$ cat src/rtl/nwr_arbiter_if.sv
// Bundle of requester, initiator-status and initiator-payload signals around nwr_arbiter.
// master: the arbiter side; slave: requesters plus NWRITE initiator.
interface nwr_arbiter_if;
    logic        req0_i;
    logic [33:0] req0_addr_i;
    logic [11:0] req0_tsize_i;
    logic [63:0] req0_tdata_i;
    logic [7:0]  req0_tkeep_i;
    logic        req0_tvalid_i;
    logic        req0_tlast_i;
    logic        req0_tready_o;
    logic        req0_done_o;
    logic        req0_err_o;

    logic        req1_i;
    logic [33:0] req1_addr_i;
    logic [11:0] req1_tsize_i;
    logic [63:0] req1_tdata_i;
    logic [7:0]  req1_tkeep_i;
    logic        req1_tvalid_i;
    logic        req1_tlast_i;
    logic        req1_tready_o;
    logic        req1_done_o;
    logic        req1_err_o;

    logic        nwr_ready_in;
    logic        nwr_busy_in;
    logic        nwr_done_in;
    logic        user_tready_in;
    logic [33:0] user_addr_o;
    logic [11:0] user_tsize_o;
    logic [63:0] user_tdata_o;
    logic [7:0]  user_tkeep_o;
    logic        user_tvalid_o;
    logic        user_tlast_o;

    modport master (
        input  req0_i, req0_addr_i, req0_tsize_i, req0_tdata_i, req0_tkeep_i,
               req0_tvalid_i, req0_tlast_i,
        input  req1_i, req1_addr_i, req1_tsize_i, req1_tdata_i, req1_tkeep_i,
               req1_tvalid_i, req1_tlast_i,
        input  nwr_ready_in, nwr_busy_in, nwr_done_in, user_tready_in,
        output req0_tready_o, req0_done_o, req0_err_o,
        output req1_tready_o, req1_done_o, req1_err_o,
        output user_addr_o, user_tsize_o, user_tdata_o, user_tkeep_o,
               user_tvalid_o, user_tlast_o
    );

    modport slave (
        output req0_i, req0_addr_i, req0_tsize_i, req0_tdata_i, req0_tkeep_i,
               req0_tvalid_i, req0_tlast_i,
        output req1_i, req1_addr_i, req1_tsize_i, req1_tdata_i, req1_tkeep_i,
               req1_tvalid_i, req1_tlast_i,
        output nwr_ready_in, nwr_busy_in, nwr_done_in, user_tready_in,
        input  req0_tready_o, req0_done_o, req0_err_o,
        input  req1_tready_o, req1_done_o, req1_err_o,
        input  user_addr_o, user_tsize_o, user_tdata_o, user_tkeep_o,
               user_tvalid_o, user_tlast_o
    );
endinterface

$ cat src/rtl/nwr_arbiter.sv
// Round-robin arbiter granting one of two NWRITE requesters to a single initiator.
// Define NWR_ARB_TIMEOUT_EN to abort WAIT_DONE after TIMEOUT_CYC cycles with an err pulse.
module nwr_arbiter #(
    parameter int unsigned TIMEOUT_CYC = 1023
) (
    input  logic          log_clk,
    input  logic          log_rst,
    nwr_arbiter_if.master bus
);
    typedef enum logic [1:0] {
        IDLE      = 2'd0,
        GRANT     = 2'd1,
        XFER      = 2'd2,
        WAIT_DONE = 2'd3
    } state_e;

    state_e      state_q, state_d;
    logic        last_q, last_d;
    logic        gnt_q, gnt_d;
    logic [33:0] user_addr_q, user_addr_d;
    logic [11:0] user_tsize_q, user_tsize_d;
    logic [1:0]  done_q, done_d;
    logic [8:0]  beat_cnt_q, beat_cnt_d;

    logic in_xfer;
    logic sel_tvalid;
    logic sel_tlast;
    logic beat_acc;
    logic win;

    assign in_xfer    = (state_q == XFER);
    assign sel_tvalid = gnt_q ? bus.req1_tvalid_i : bus.req0_tvalid_i;
    assign sel_tlast  = gnt_q ? bus.req1_tlast_i  : bus.req0_tlast_i;
    assign beat_acc   = in_xfer & sel_tvalid & bus.user_tready_in;
    // On a tie the requester not granted last wins; a lone request wins outright.
    assign win = (bus.req0_i & bus.req1_i) ? ~last_q : bus.req1_i;

    assign bus.user_tdata_o  = gnt_q ? bus.req1_tdata_i : bus.req0_tdata_i;
    assign bus.user_tkeep_o  = gnt_q ? bus.req1_tkeep_i : bus.req0_tkeep_i;
    assign bus.user_tvalid_o = in_xfer & sel_tvalid;
    assign bus.user_tlast_o  = in_xfer & sel_tlast;
    assign bus.req0_tready_o = in_xfer & ~gnt_q & bus.user_tready_in;
    assign bus.req1_tready_o = in_xfer &  gnt_q & bus.user_tready_in;
    assign bus.user_addr_o   = user_addr_q;
    assign bus.user_tsize_o  = user_tsize_q;
    assign bus.req0_done_o   = done_q[0];
    assign bus.req1_done_o   = done_q[1];

`ifdef NWR_ARB_TIMEOUT_EN
    logic [15:0] tmo_cnt_q, tmo_cnt_d;
    logic [1:0]  err_q, err_d;
    logic        tmo_hit;

    // Fires on the TIMEOUT_CYC-th WAIT_DONE cycle.
    assign tmo_hit        = ({1'b0, tmo_cnt_q} + 17'd1) == 17'(TIMEOUT_CYC);
    assign bus.req0_err_o = err_q[0];
    assign bus.req1_err_o = err_q[1];
`else
    logic unused_timeout;

    assign unused_timeout = ^TIMEOUT_CYC;
    assign bus.req0_err_o = 1'b0;
    assign bus.req1_err_o = 1'b0;
`endif

    always_comb begin
        state_d      = state_q;
        last_d       = last_q;
        gnt_d        = gnt_q;
        user_addr_d  = user_addr_q;
        user_tsize_d = user_tsize_q;
        done_d       = '0;
        beat_cnt_d   = beat_cnt_q;
`ifdef NWR_ARB_TIMEOUT_EN
        err_d        = '0;
        tmo_cnt_d    = tmo_cnt_q;
`endif
        case (state_q)
            IDLE: begin
                if ((bus.req0_i | bus.req1_i) & bus.nwr_ready_in & ~bus.nwr_busy_in) begin
                    state_d = GRANT;
                    gnt_d   = win;
                    last_d  = win;
                end
            end
            GRANT: begin
                user_addr_d  = gnt_q ? bus.req1_addr_i  : bus.req0_addr_i;
                user_tsize_d = gnt_q ? bus.req1_tsize_i : bus.req0_tsize_i;
                beat_cnt_d   = '0;
                state_d      = XFER;
            end
            XFER: begin
                if (beat_acc && (beat_cnt_q != '1)) begin
                    beat_cnt_d = beat_cnt_q + 9'd1;
                end
                if (beat_acc & sel_tlast) begin
                    state_d = WAIT_DONE;
`ifdef NWR_ARB_TIMEOUT_EN
                    tmo_cnt_d = '0;
`endif
                end
            end
            WAIT_DONE: begin
                // Completion takes priority over a coincident timeout.
                if (bus.nwr_done_in) begin
                    state_d       = IDLE;
                    done_d[gnt_q] = 1'b1;
                end
`ifdef NWR_ARB_TIMEOUT_EN
                else if (tmo_hit) begin
                    state_d      = IDLE;
                    err_d[gnt_q] = 1'b1;
                end
                tmo_cnt_d = tmo_cnt_q + 16'd1;
`endif
            end
            default: state_d = IDLE;
        endcase
    end

    always_ff @(posedge log_clk or posedge log_rst) begin
        if (log_rst) begin
            state_q      <= IDLE;
            last_q       <= 1'b1;
            gnt_q        <= 1'b0;
            user_addr_q  <= '0;
            user_tsize_q <= '0;
            done_q       <= '0;
            beat_cnt_q   <= '0;
`ifdef NWR_ARB_TIMEOUT_EN
            err_q        <= '0;
            tmo_cnt_q    <= '0;
`endif
        end else begin
            state_q      <= state_d;
            last_q       <= last_d;
            gnt_q        <= gnt_d;
            user_addr_q  <= user_addr_d;
            user_tsize_q <= user_tsize_d;
            done_q       <= done_d;
            beat_cnt_q   <= beat_cnt_d;
`ifdef NWR_ARB_TIMEOUT_EN
            err_q        <= err_d;
            tmo_cnt_q    <= tmo_cnt_d;
`endif
        end
    end
endmodule

$ cat src/flat_wrapper.sv
// flat-port wrapper written by rule: the top's interface ports become plain ports
module nwr_arbiter_flat 
#(
    parameter int unsigned TIMEOUT_CYC = 1023
)
  (log_clk, log_rst, bus_req0_i, bus_req0_addr_i, bus_req0_tsize_i, bus_req0_tdata_i, bus_req0_tkeep_i, bus_req0_tvalid_i, bus_req0_tlast_i, bus_req1_i, bus_req1_addr_i, bus_req1_tsize_i, bus_req1_tdata_i, bus_req1_tkeep_i, bus_req1_tvalid_i, bus_req1_tlast_i, bus_nwr_ready_in, bus_nwr_busy_in, bus_nwr_done_in, bus_user_tready_in, bus_req0_tready_o, bus_req0_done_o, bus_req0_err_o, bus_req1_tready_o, bus_req1_done_o, bus_req1_err_o, bus_user_addr_o, bus_user_tsize_o, bus_user_tdata_o, bus_user_tkeep_o, bus_user_tvalid_o, bus_user_tlast_o);
  nwr_arbiter_if bus_i ();
  input  logic log_clk;
  input  logic log_rst;
  input wire logic [$bits(bus_i.req0_i)-1:0] bus_req0_i;
  input wire logic [$bits(bus_i.req0_addr_i)-1:0] bus_req0_addr_i;
  input wire logic [$bits(bus_i.req0_tsize_i)-1:0] bus_req0_tsize_i;
  input wire logic [$bits(bus_i.req0_tdata_i)-1:0] bus_req0_tdata_i;
  input wire logic [$bits(bus_i.req0_tkeep_i)-1:0] bus_req0_tkeep_i;
  input wire logic [$bits(bus_i.req0_tvalid_i)-1:0] bus_req0_tvalid_i;
  input wire logic [$bits(bus_i.req0_tlast_i)-1:0] bus_req0_tlast_i;
  input wire logic [$bits(bus_i.req1_i)-1:0] bus_req1_i;
  input wire logic [$bits(bus_i.req1_addr_i)-1:0] bus_req1_addr_i;
  input wire logic [$bits(bus_i.req1_tsize_i)-1:0] bus_req1_tsize_i;
  input wire logic [$bits(bus_i.req1_tdata_i)-1:0] bus_req1_tdata_i;
  input wire logic [$bits(bus_i.req1_tkeep_i)-1:0] bus_req1_tkeep_i;
  input wire logic [$bits(bus_i.req1_tvalid_i)-1:0] bus_req1_tvalid_i;
  input wire logic [$bits(bus_i.req1_tlast_i)-1:0] bus_req1_tlast_i;
  input wire logic [$bits(bus_i.nwr_ready_in)-1:0] bus_nwr_ready_in;
  input wire logic [$bits(bus_i.nwr_busy_in)-1:0] bus_nwr_busy_in;
  input wire logic [$bits(bus_i.nwr_done_in)-1:0] bus_nwr_done_in;
  input wire logic [$bits(bus_i.user_tready_in)-1:0] bus_user_tready_in;
  output wire logic [$bits(bus_i.req0_tready_o)-1:0] bus_req0_tready_o;
  output wire logic [$bits(bus_i.req0_done_o)-1:0] bus_req0_done_o;
  output wire logic [$bits(bus_i.req0_err_o)-1:0] bus_req0_err_o;
  output wire logic [$bits(bus_i.req1_tready_o)-1:0] bus_req1_tready_o;
  output wire logic [$bits(bus_i.req1_done_o)-1:0] bus_req1_done_o;
  output wire logic [$bits(bus_i.req1_err_o)-1:0] bus_req1_err_o;
  output wire logic [$bits(bus_i.user_addr_o)-1:0] bus_user_addr_o;
  output wire logic [$bits(bus_i.user_tsize_o)-1:0] bus_user_tsize_o;
  output wire logic [$bits(bus_i.user_tdata_o)-1:0] bus_user_tdata_o;
  output wire logic [$bits(bus_i.user_tkeep_o)-1:0] bus_user_tkeep_o;
  output wire logic [$bits(bus_i.user_tvalid_o)-1:0] bus_user_tvalid_o;
  output wire logic [$bits(bus_i.user_tlast_o)-1:0] bus_user_tlast_o;
  assign bus_i.req0_i = bus_req0_i;
  assign bus_i.req0_addr_i = bus_req0_addr_i;
  assign bus_i.req0_tsize_i = bus_req0_tsize_i;
  assign bus_i.req0_tdata_i = bus_req0_tdata_i;
  assign bus_i.req0_tkeep_i = bus_req0_tkeep_i;
  assign bus_i.req0_tvalid_i = bus_req0_tvalid_i;
  assign bus_i.req0_tlast_i = bus_req0_tlast_i;
  assign bus_i.req1_i = bus_req1_i;
  assign bus_i.req1_addr_i = bus_req1_addr_i;
  assign bus_i.req1_tsize_i = bus_req1_tsize_i;
  assign bus_i.req1_tdata_i = bus_req1_tdata_i;
  assign bus_i.req1_tkeep_i = bus_req1_tkeep_i;
  assign bus_i.req1_tvalid_i = bus_req1_tvalid_i;
  assign bus_i.req1_tlast_i = bus_req1_tlast_i;
  assign bus_i.nwr_ready_in = bus_nwr_ready_in;
  assign bus_i.nwr_busy_in = bus_nwr_busy_in;
  assign bus_i.nwr_done_in = bus_nwr_done_in;
  assign bus_i.user_tready_in = bus_user_tready_in;
  assign bus_req0_tready_o = bus_i.req0_tready_o;
  assign bus_req0_done_o = bus_i.req0_done_o;
  assign bus_req0_err_o = bus_i.req0_err_o;
  assign bus_req1_tready_o = bus_i.req1_tready_o;
  assign bus_req1_done_o = bus_i.req1_done_o;
  assign bus_req1_err_o = bus_i.req1_err_o;
  assign bus_user_addr_o = bus_i.user_addr_o;
  assign bus_user_tsize_o = bus_i.user_tsize_o;
  assign bus_user_tdata_o = bus_i.user_tdata_o;
  assign bus_user_tkeep_o = bus_i.user_tkeep_o;
  assign bus_user_tvalid_o = bus_i.user_tvalid_o;
  assign bus_user_tlast_o = bus_i.user_tlast_o;
  nwr_arbiter #(.TIMEOUT_CYC(TIMEOUT_CYC)) u_core (.log_clk(log_clk), .log_rst(log_rst), .bus(bus_i));
endmodule
$ cat config.mk
export PLATFORM = sky130hd
export DESIGN_NAME = nwr_arbiter_flat
export DESIGN_NICKNAME = d
export VERILOG_FILES = /design/src/rtl/nwr_arbiter_if.sv /design/src/rtl/nwr_arbiter.sv /design/src/flat_wrapper.sv
export SDC_FILE = /design/constraint.sdc
export NUM_CORES = 1
export LEC_CHECK = 0
export CAP_MARGIN = 15
export CORE_AREA = 2 2 147 149
export CTS_BUF_LIST = sky130_fd_sc_hd__clkbuf_8
export DETAILED_ROUTE_END_ITERATION = 10
export DIE_AREA = 0 0 149 151
export PLACE_DENSITY_LB_ADDON = 0.15
export SKIP_LAST_GASP = 1
export SLEW_MARGIN = 20
export SYNTH_ARGS = -nofsm -noshare
export SYNTH_HDL_FRONTEND = slang
export SYNTH_SLANG_ARGS = --single-unit
$ cat constraint.sdc
create_clock -name log_clk -period 1.9 [get_ports log_clk]
set_clock_uncertainty 0.05 [all_clocks]
set_input_delay 0.38 -clock log_clk [delete_from_list [all_inputs] [get_ports log_clk]]
set_output_delay 0.38 -clock log_clk [all_outputs]
set_load 0.03 [all_outputs]
==> flow_summary.html <==
<table>
<tr><th>Metric</th><th>Value</th></tr>
<tr><th colspan="2">Status</th></tr>
<tr><td>Status</td><td>finished with violations</td></tr>
<tr><td>Failing checks</td><td>negative setup slack</td></tr>
<tr><th colspan="2">Power</th></tr>
<tr><td>Leakage power summed over all cells</td><td>0.00317 uW</td></tr>
<tr><td>Total power divided by cell area</td><td>1320 nW/um2</td></tr>
<tr><td>IR Drop Worst-Case VDD</td><td>500 uV</td></tr>
<tr><th colspan="2">Routing</th></tr>
<tr><td>Antenna viol nets, final</td><td>0</td></tr>
<tr><td>Number of DRC markers after the initial detailed-route iteration</td><td>115</td></tr>
<tr><td>Number of detailed-route iterations in the first pass</td><td>4</td></tr>
<tr><td>Overall via count from detail_route</td><td>3862</td></tr>
<tr><td>Routed via count divided by cell count</td><td>3.94</td></tr>
<tr><td>Remaining DRCs</td><td>0</td></tr>
<tr><td>Detail-routed net length per standard cell</td><td>17.5 um</td></tr>
<tr><td>Total Routed Length</td><td>17.1 mm</td></tr>
<tr><th colspan="2">Finish</th></tr>
<tr><td>Final nets</td><td>953</td></tr>
<tr><td>Share of the core filled with cells</td><td>37.0%</td></tr>
<tr><td>Fraction of layout instances using a drive strength above 1</td><td>26.8%</td></tr>
<tr><td>Cell area after layout</td><td>7700 um2</td></tr>
<tr><td>Area Growth Syn to Fin</td><td>132%</td></tr>
<tr><th colspan="2">Critical path</th></tr>
<tr><td>Crit path DAT</td><td>1640 ps</td></tr>
<tr><td>Sort of element at the start of the critical path</td><td>flop</td></tr>
<tr><td>Critical path endpoint category</td><td>output pin</td></tr>
<tr><td>R2R setup slack</td><td>10 ps</td></tr>
<tr><td>CP max FO</td><td>12</td></tr>
<tr><td>Reg2Reg Capture Point</td><td>u_core.state_q[1]</td></tr>
<tr><td>Depth of the worst register-to-register path</td><td>5</td></tr>
<tr><td>Reg-to-reg startpoint</td><td>u_core.gnt_q</td></tr>
<tr><td>Worst setup path category</td><td>reg -&gt; out</td></tr>
<tr><td>Critical path data required time</td><td>1470 ps</td></tr>
<tr><th colspan="2">Clock tree</th></tr>
<tr><td>Clock-pin slew on the worst setup and hold paths</td><td>90 ps</td></tr>
<tr><td>CTS root buf</td><td>sky130_fd_sc_hd__clkbuf_8</td></tr>
<tr><td>Number of buffers on the longest clock path</td><td>2</td></tr>
<tr><td>Inserted Clock Buffers</td><td>5</td></tr>
<tr><td>H-tree Lvls</td><td>2</td></tr>
<tr><td>Clock sink total</td><td>52</td></tr>
<tr><td>Hold buffers post-CTS</td><td>0</td></tr>
<tr><td>TritonCTS clock tree</td><td>yes</td></tr>
<tr><td>Worst-Skew Late Latency</td><td>310 ps</td></tr>
<tr><th colspan="2">STA</th></tr>
<tr><td>Final setup violation count</td><td>72</td></tr>
<tr><td>Smallest setup slack after layout</td><td>-170 ps</td></tr>
<tr><td>Period utilisation layout</td><td>109%</td></tr>
<tr><td>Top achievable clock speed</td><td>0.483 GHz</td></tr>
<tr><td>Unrepaired setup endpoints after global routing</td><td>true</td></tr>
<tr><td>Number of endpoints with negative hold slack in the final report</td><td>0</td></tr>
<tr><td>Total negative setup slack</td><td>-8720 ps</td></tr>
<tr><td>Clock period minus final worst setup slack</td><td>2070 ps</td></tr>
<tr><td>Max Slew Vio Count</td><td>0</td></tr>
<tr><th colspan="2">Die</th></tr>
<tr><td>Number of core rows</td><td>53</td></tr>
<tr><td>Io pins</td><td>374</td></tr>
<tr><td>Die area</td><td>22500 um2</td></tr>
<tr><td>Area of the core</td><td>20800 um2</td></tr>
<tr><td>Die Y-Extent</td><td>151 um</td></tr>
<tr><td>Initial core utilization</td><td>15.9%</td></tr>
<tr><td>Horizontal extent of the die</td><td>149 um</td></tr>
<tr><th colspan="2">GRT</th></tr>
<tr><td>Wire length of the first global-routing pass</td><td>23.8 mm</td></tr>
<tr><td>Initial antenna violation count</td><td>2</td></tr>
<tr><td>Global-route usage over all layers</td><td>14.0%</td></tr>
<tr><td>Largest net degree at the start of global routing</td><td>93</td></tr>
<tr><td>GRT Residual Overflow</td><td>0</td></tr>
<tr><td>Vias in the first global route</td><td>3964</td></tr>
<tr><th colspan="2">Yosys</th></tr>
<tr><td>Number of distinct library cell variants in the gate-level netlist after synthesis</td><td>22</td></tr>
<tr><td>Warnings, synthesis</td><td>0</td></tr>
<tr><td>Synthesis-stage register bit count</td><td>52</td></tr>
<tr><td>Cell Area, Synth</td><td>3320 um2</td></tr>
<tr><td>Post-Syn Instances</td><td>322</td></tr>
<tr><td>Portion of the post-synthesis area used by sequential elements</td><td>39.3%</td></tr>
<tr><td>Average size of a mapped cell</td><td>10.3 um2</td></tr>
<tr><th colspan="2">Place</th></tr>
<tr><td>Port Buf Inserts</td><td>371</td></tr>
<tr><td>Cell area after placement</td><td>7380 um2</td></tr>
<tr><td>Gpl congestion</td><td>0.836</td></tr>
<tr><td>Final HPWL from detailed placement</td><td>14.0 mm</td></tr>
<tr><th colspan="2">Job</th></tr>
<tr><td>Count of maximum capacitance violations</td><td>0</td></tr>
<tr><th colspan="2">Min path</th></tr>
<tr><td>Path category of the worst min-delay check</td><td>in -&gt; async</td></tr>
</table>
-- registers in the layout, indices dropped and copies added, names as in the netlist --
register / count
u_core.gnt_q: 1
u_core.last_q: 1
u_core.state_q: 2
u_core.bus.user_tsize_o: 12
u_core.bus.user_addr_o: 34
u_core.done_q: 2
-- power by group --
part | internal (uW) | switching (uW)
combinational | 3550 | 4000
clock | 292 | 385
sequential | 1640 | 296
total | 5480 | 4680
-- worst max path at each step --
stage | from | endpoint | slack, ps | cells after the start
CTS | u_core.gnt_q | bus_user_tdata_o[37] | -240 | 4
global placement | bus_req0_tdata_i[63] | bus_user_tdata_o[63] | -200 | 3
detailed placement | bus_req0_tdata_i[63] | bus_user_tdata_o[63] | -200 | 3
floorplan | u_core.gnt_q | bus_req0_tready_o | 200 | 4
global route | u_core.gnt_q | bus_user_tdata_o[41] | -240 | 4
finish | u_core.gnt_q | bus_user_tdata_o[22] | -170 | 4
-- metal layers --
metal / track usage (%) / share of wire [%]
met3: 4.55 / 9.2
met1: 15.7 / 37
met5: 0 / 0
met2: 25.1 / 52
met4: 4.62 / 2.1
-- critical path, stage by stage, from the launching register on --
cell and delay, ps:
sky130_fd_sc_hd__dfrtp_4 460, sky130_fd_sc_hd__buf_12 170, sky130_fd_sc_hd__clkbuf_16 180, sky130_fd_sc_hd__mux2_2 340
sky130_fd_sc_hd__buf_4 170
-- cell type report --
| type | instances | area (um2) |
|---|---|---|
| fill | 2113 | 13100 |
| clock inverter | 2 | 11.3 |
| clock buffer | 6 | 82.6 |
| sequential | 52 | 1310 |
| antenna | 2 | 5.00 |
| tap | 275 | 344 |
| timing repair buffer | 397 | 4000 |
| inverter | 7 | 26.3 |
| multi-input combinational | 238 | 1930 |
-- synth_stat cells --
| library cell | count | share of area, % |
|---|---|---|
| sky130_fd_sc_hd__buf_2 | 8 | 1.2 |
| sky130_fd_sc_hd__nor2_1 | 48 | 5.4 |
| sky130_fd_sc_hd__inv_1 | 7 | 0.79 |
| sky130_fd_sc_hd__nand2_1 | 6 | 0.68 |
| sky130_fd_sc_hd__conb_1 | 1 | 0.11 |
| sky130_fd_sc_hd__and3_1 | 2 | 0.38 |
| sky130_fd_sc_hd__a21oi_1 | 47 | 7.1 |
| sky130_fd_sc_hd__nor2b_1 | 2 | 0.38 |
| sky130_fd_sc_hd__mux2i_1 | 48 | 14 |
| sky130_fd_sc_hd__a211oi_1 | 1 | 0.23 |
| sky130_fd_sc_hd__mux2_1 | 1 | 0.34 |
| sky130_fd_sc_hd__dfrtp_1 | 51 | 38 |
| sky130_fd_sc_hd__clkbuf_1 | 15 | 1.7 |
| sky130_fd_sc_hd__o211ai_1 | 1 | 0.23 |
| sky130_fd_sc_hd__a211o_1 | 1 | 0.26 |
| sky130_fd_sc_hd__o2111ai_1 | 1 | 0.26 |
| sky130_fd_sc_hd__mux2_2 | 72 | 24 |
| sky130_fd_sc_hd__o31a_1 | 1 | 0.26 |
| sky130_fd_sc_hd__buf_4 | 3 | 0.68 |
| sky130_fd_sc_hd__ha_1 | 4 | 1.5 |
| sky130_fd_sc_hd__a221o_1 | 1 | 0.30 |
| sky130_fd_sc_hd__dfstp_2 | 1 | 0.79 |
-- kinds of logic after synthesis --
logic type / synth area share (%)
compound gates: 8.64
fa+ha+maj: 1.51
buf+inv: 4.37
flops: 39.3
mux: 39.3
other cells: 0.113
simple gates: 6.86
-- cell usage in the layout (no fill, tap or decap), types with 2 or more instances in the layout --
master,instances
sky130_fd_sc_hd__a21oi_1,47
sky130_fd_sc_hd__and3_1,2
sky130_fd_sc_hd__buf_12,12
sky130_fd_sc_hd__buf_16,2
sky130_fd_sc_hd__buf_2,4
sky130_fd_sc_hd__buf_4,63
sky130_fd_sc_hd__buf_6,18
sky130_fd_sc_hd__buf_8,2
sky130_fd_sc_hd__clkbuf_8,6
sky130_fd_sc_hd__clkdlybuf4s50_1,294
sky130_fd_sc_hd__conb_1,2
sky130_fd_sc_hd__dfrtp_1,50
sky130_fd_sc_hd__diode_2,2
sky130_fd_sc_hd__ha_1,2
sky130_fd_sc_hd__ha_4,2
sky130_fd_sc_hd__inv_1,7
sky130_fd_sc_hd__mux2_2,69
sky130_fd_sc_hd__mux2_4,3
sky130_fd_sc_hd__mux2i_1,48
sky130_fd_sc_hd__nand2_1,6
sky130_fd_sc_hd__nor2_1,48
sky130_fd_sc_hd__nor2b_4,2
-- metrics by stage --
step                      total power [uW]  hold WS (ps)  setup slack, ps  std cells
after detailed placement              9130           413             -199        957
final                                10200           372             -170        979
after CTS                            10200           369             -239        976
after global routing                 10800           382             -241        979
after global placement                9070           400             -204        957
after floorplan                       6020           389              205        323
-- repair_timing --
item / CTS / global route
gates cloned: 1 / 1
setup endpoints to repair: 77 / 78
setup buffers: 10 / 0
gates resized for setup: 133 / 33
Note: power is estimated with default switching activity, not from simulation.
